## src/rtl/uart_pkg.sv

```systemverilog
// rtl/uart_pkg.sv - shared UART constants and state encodings for the tx/rx pair
package uart_pkg;

    localparam int UART_DATA_W       = 8;
    localparam int UART_CLKS_PER_BIT = 10000;

    typedef logic [2:0] uart_state_t;

    localparam uart_state_t ST_IDLE   = 3'd0;
    localparam uart_state_t ST_START  = 3'd1;
    localparam uart_state_t ST_DATA   = 3'd2;
    localparam uart_state_t ST_PARITY = 3'd3;
    localparam uart_state_t ST_STOP   = 3'd4;

endpackage

```

## src/rtl/uart_baud_tick.sv

```systemverilog
// rtl/uart_baud_tick.sv - bit-period counter, one-cycle tick on the last cycle of each period
module uart_baud_tick
    import uart_pkg::*;
#(
    parameter int CLKS_PER_BIT = UART_CLKS_PER_BIT,
    parameter int CNT_W        = $clog2(CLKS_PER_BIT)
) (
    input  logic clk,
    input  logic rst,
    input  logic clear,
    output logic tick
);

    localparam logic [CNT_W-1:0] LAST = CNT_W'(CLKS_PER_BIT - 1);

    logic [CNT_W-1:0] cnt;

    always_ff @(posedge clk) begin
        if (rst || clear || tick) begin
            cnt <= '0;
        end else begin
            cnt <= cnt + CNT_W'(1);
        end
    end

    assign tick = (cnt == LAST);

endmodule

```

## src/rtl/uart_tx_8n1.sv

```systemverilog
// rtl/uart_tx_8n1.sv - 8N1 UART transmitter; UART_TX_PARITY_EN switches it to 8E1
module uart_tx_8n1
    import uart_pkg::*;
#(
    parameter int CLKS_PER_BIT = UART_CLKS_PER_BIT,
    parameter int CNT_W        = $clog2(CLKS_PER_BIT)
) (
    input  logic                   clk,
    input  logic                   i_rst,
    input  logic [UART_DATA_W-1:0] i_data,
    input  logic                   i_valid,
    output logic                   o_ready,
    output logic                   o_tx,
    output logic                   o_busy,
    output logic                   o_done
);

    uart_state_t            state;
    uart_state_t            state_nxt;
    logic [UART_DATA_W-1:0] shift_reg;
    logic [2:0]             bit_cnt;
    logic                   tick;
    logic                   accept;
    logic                   baud_clear;
    logic                   tx_d;
    logic                   tx_q;
    logic                   done_q;
`ifdef UART_TX_PARITY_EN
    logic                   parity_q;
`endif

    assign o_ready    = (state == ST_IDLE) && !i_rst;
    assign accept     = i_valid && o_ready;
    assign baud_clear = (state == ST_IDLE);

    // Held clear in IDLE so the first START period begins at count 0.
    uart_baud_tick #(
        .CLKS_PER_BIT (CLKS_PER_BIT),
        .CNT_W        (CNT_W)
    ) u_baud (
        .clk   (clk),
        .rst   (i_rst),
        .clear (baud_clear),
        .tick  (tick)
    );

    always_ff @(posedge clk) begin
        if (i_rst) begin
            state <= ST_IDLE;
        end else begin
            state <= state_nxt;
        end
    end

    always_comb begin
        state_nxt = state;
        case (state)
            ST_IDLE:  if (accept) state_nxt = ST_START;
            ST_START: if (tick) state_nxt = ST_DATA;
            ST_DATA: begin
                if (tick && bit_cnt == 3'd7) begin
`ifdef UART_TX_PARITY_EN
                    state_nxt = ST_PARITY;
`else
                    state_nxt = ST_STOP;
`endif
                end
            end
`ifdef UART_TX_PARITY_EN
            ST_PARITY: if (tick) state_nxt = ST_STOP;
`endif
            ST_STOP:  if (tick) state_nxt = ST_IDLE;
            default:  state_nxt = ST_IDLE;
        endcase
    end

    always_comb begin
        tx_d = 1'b1;
        case (state)
            ST_START:  tx_d = 1'b0;
            ST_DATA:   tx_d = shift_reg[0];
`ifdef UART_TX_PARITY_EN
            ST_PARITY: tx_d = parity_q;
`endif
            default:   tx_d = 1'b1;
        endcase
    end

    // The line is registered from the current state, so it lags the FSM by one cycle.
    always_ff @(posedge clk) begin
        if (i_rst) begin
            shift_reg <= '0;
            bit_cnt   <= '0;
            tx_q      <= 1'b1;
            done_q    <= 1'b0;
`ifdef UART_TX_PARITY_EN
            parity_q  <= 1'b0;
`endif
        end else begin
            tx_q   <= tx_d;
            done_q <= (state == ST_STOP) && tick;
            if (accept) begin
                shift_reg <= i_data;
`ifdef UART_TX_PARITY_EN
                parity_q  <= ^i_data;
`endif
            end else if (state == ST_DATA && tick) begin
                shift_reg <= {1'b0, shift_reg[UART_DATA_W-1:1]};
                bit_cnt   <= bit_cnt + 3'd1;
            end
        end
    end

    assign o_tx   = tx_q;
    assign o_busy = (state != ST_IDLE);
    assign o_done = done_q;

endmodule
```

## config.mk

```make
export PLATFORM = sky130hd
export DESIGN_NAME = uart_tx_8n1
export DESIGN_NICKNAME = d
export VERILOG_FILES = /design/src/rtl/uart_pkg.sv /design/src/rtl/uart_baud_tick.sv /design/src/rtl/uart_tx_8n1.sv
export SDC_FILE = /design/constraint.sdc
export NUM_CORES = 1
export LEC_CHECK = 0
export BUFFER_PORTS_ARGS = -buffer_cell sky130_fd_sc_hd__buf_2
export CAP_MARGIN = 20
export CELL_PAD_IN_SITES_DETAIL_PLACEMENT = 1
export CELL_PAD_IN_SITES_GLOBAL_PLACEMENT = 1
export CORE_MARGIN = 2
export CORE_UTILIZATION = 38
export CTS_BUF_LIST = sky130_fd_sc_hd__clkbuf_8 sky130_fd_sc_hd__clkbuf_16
export CTS_CLUSTER_DIAMETER = 60
export DETAILED_ROUTE_END_ITERATION = 10
export GPL_TIMING_DRIVEN = 0
export HOLD_SLACK_MARGIN = 0.08
export PLACE_DENSITY = 0.73
export SLEW_MARGIN = 20
export SYNTH_ARGS = -nofsm -noshare
export SYNTH_HDL_FRONTEND = slang
export SYNTH_SLANG_ARGS = --single-unit
```

## constraint.sdc

```tcl
create_clock -name clk -period 2.1 [get_ports clk]
set_input_delay 0.21 -clock clk [delete_from_list [all_inputs] [get_ports clk]]
set_output_delay 0.21 -clock clk [all_outputs]
set_load 0.02 [all_outputs]
```

==> impl_results.md <==
* Status: completed
* Core Box Area at 3360 um^2
* Via Count at 1253
* CP max stage delay at 0.57 ns
* TNS Setup at 0 ns
* Cells after Synth at 156
* Final Max Slew Viols at 0
* Worst R2R Start: u_baud.cnt[6]
* Most frequent cells in the layout: 25 x dfxtp_1, 20 x nand3_1, 18 x nor2_1
* Max reg flops at 14
* Non-Filler Instances at 225
* Slew headroom at 56.9%
* Clk root buf: clkbuf_8
* Warnings, synthesis at 0
* Total die area at 4050 um^2
* DP Cell Count at 214
* Gr ovfl total at 0
* Clock Skews at 0.00355 ns
* FMAX at 0.498 GHz
* Sequence of cells on the critical path: or4b_4 -> buf_4 -> nor4_2 -> nand4b_1 -> a211oi_1
* Area Growth Syn to Fin at 22.9%
* Worst EP arrival at 2.20 ns
* CP Buf/Inv Count at 1
* Peak supply drop at 0.000286 V
* Initial antenna violation count at 0
* Fillers at 419
* CP endpoint kind: flop
* CP max-delay cell: or4b_4
* Sink Count at 30
* Distinct cells, synth at 32
* Vias per cell at 5.57
* Clk Latency, worst-skew pair at 0.28 ns
* Primary FF master, synth: dfxtp_1
* Final HPWL DP at 2610 um
* Layout cell share with drive strength beyond 1 at 21.8%
* Starting Density at 40.2%
* Pwr dens at 649 nW/um^2
* Final min period at 2.01 ns
* Number of max-cap violations at 0
* Worst slew pin tran at 0.644 ns
* Yosys reg bits at 30
* Routed WL per cell at 16.1 um
* Die width at 63.6 um
* Final setup viols at 0
* DRC viols at 0
* Hold slack final at 0.211 ns
* Peak fanout along the critical path at 4
* Setup crit start: u_baud.cnt[6]
* Hold Path Class: input port to flop
* Mean Syn Cell Area at 8.66 um^2
* Fin. Hold Viols at 0
* Drt pass-1 iters at 4
* TritonCTS buffer count at 5
* RSZ-0062 raised after global routing: no
* # diodes at 0
* Total Wirelength at 3630 um
* Pre-CTS WS at -0.260 ns
* Synthesized area at 1350 um^2
* Clock slew at reported path FFs at 0.06 ns
* H-tree depth at 2
* First-pass GRT wire length at 6420 um
* Longest Clk Path Bufs at 2
* Register area share after synthesis at 44.4%
* Largest delay share family, worst path: simple AND/OR/NAND/NOR gates
* Vias in the first global route at 1346
* Worst setup path class: flop to flop
* Post-route ant nets at 0
* LEAKAGE at 0.538 nW
* IO buf count at 12
* Worst setup margin at 0.0934 ns
* Most common cell after layout, fill and taps aside: dfxtp_1
* Worst setup SP type: flop
* FFs w/ async S/R, synth at 0%
* Final period util at 95.6%
* Gp weighted congestion at 0.752
* DRT iter0 DRCs at 24
* Rows at 21
* TritonCTS clock tree: yes
* Largest net degree at the start of global routing at 11
* I/O Pins at 15
* Hold wc startpoint: i_data[7]
* Post-synth EDFFs at 0
* CP required at 2.29 ns
* Die Y at 63.6 um
* Nets at 193
* Synth Net Count at 170
* GRT Util Overall at 20.4%
==> per-stage QoR <==
step	area, um^2	utilization [%]	power, mW
final	1660	49.4	1.08
after global routing	1660	49.4	1.12
after CTS	1630	48.6	1.08
after detailed placement	1470	43.7	0.661
after global placement	1470	43.7	0.658
after floorplan	1350	-	0.637
==> where the power goes <==
group          internal [mW]  switching, mW  total [mW]
Sequential             0.580        0.00695       0.587
Combinational         0.0247         0.0412      0.0660
Clock                  0.218          0.207       0.425
==> worst reg2reg max path, delay by kind of cell (launching register included) <==
kind                   cells  cell delay (ns)
and+or+nand+nor            3             1.17
DFF                        1             0.34
AOI/OAI and AO/OA          1             0.26
buffers and inverters      1             0.16
==> worst paths after layout <==
check / end / slack [ns] / depth (start not counted)
hold / removal: shift_reg[7] / 0.21 / 3
hold reg to reg: bit_cnt[1] / 0.48 / 2
setup reg to reg: state[2] / 0.09 / 5
setup / recovery: state[2] / 0.09 / 5
==> area by class of cell <==
type                    instances  area [um^2]  area share [%]
multi-input cells             115          769            46.3
flip-flops and latches         30          607            36.5
repair buffers                 17         97.6            5.88
clock buffers                   5         68.8            4.14
well taps                      46         57.6            3.47
plain buffers                   7         41.3            2.49
inverters                       3         11.3           0.678
clock inverters                 2         7.51           0.452
==> metal layers <==
metal,global-route usage [%],vias to the layer above,routed length (um)
li1,-,612,-
met1,23.4,619,1540
met2,36.3,16,1930
met3,5.36,6,108
met4,7.07,0,53
met5,0,-,0
==> kinds of logic after synthesis <==
kind of cell | Yosys count | synth area share, %
AOI/OAI and AO/OA | 27 | 12.8
xor gates and xnor gates | 12 | 7.78
adders and majority gates | 3 | 2.78
buffers and inverters | 11 | 3.33
DFF | 30 | 44.4
and+or+nand+nor | 73 | 28.9
==> cells in the mapped netlist, types with 2 or more instances <==
| cell | number | area share [%] |
|---|---|---|
| nor3_1 | 5 | 1.9 |
| nand4_1 | 4 | 1.9 |
| nor4_1 | 3 | 1.4 |
| and3_1 | 2 | 0.93 |
| nand2_1 | 6 | 1.7 |
| xnor2_1 | 8 | 5.2 |
| o211ai_1 | 8 | 4.4 |
| a31oi_1 | 7 | 3.2 |
| or3_1 | 3 | 1.4 |
| a21oi_1 | 5 | 1.9 |
| inv_1 | 3 | 0.83 |
| nand3_1 | 21 | 7.8 |
| dfxtp_1 | 30 | 44 |
| buf_2 | 2 | 0.74 |
| nor4_2 | 2 | 1.9 |
| clkbuf_1 | 4 | 1.1 |
| nor2b_1 | 2 | 0.93 |
| ha_1 | 3 | 2.8 |
| nor2_1 | 18 | 5.0 |
| xor2_1 | 4 | 2.6 |
| o21ai_0 | 4 | 1.5 |
| nand2b_1 | 2 | 0.93 |
==> repair_timing <==
action,CTS,global route
hold buffers,0,0
buffers inserted,3,2
pin swaps,4,5
resized for setup,15,6
endpoints found under the setup margin,26,24
No activity file was read; power rests on OpenSTA's default activity.
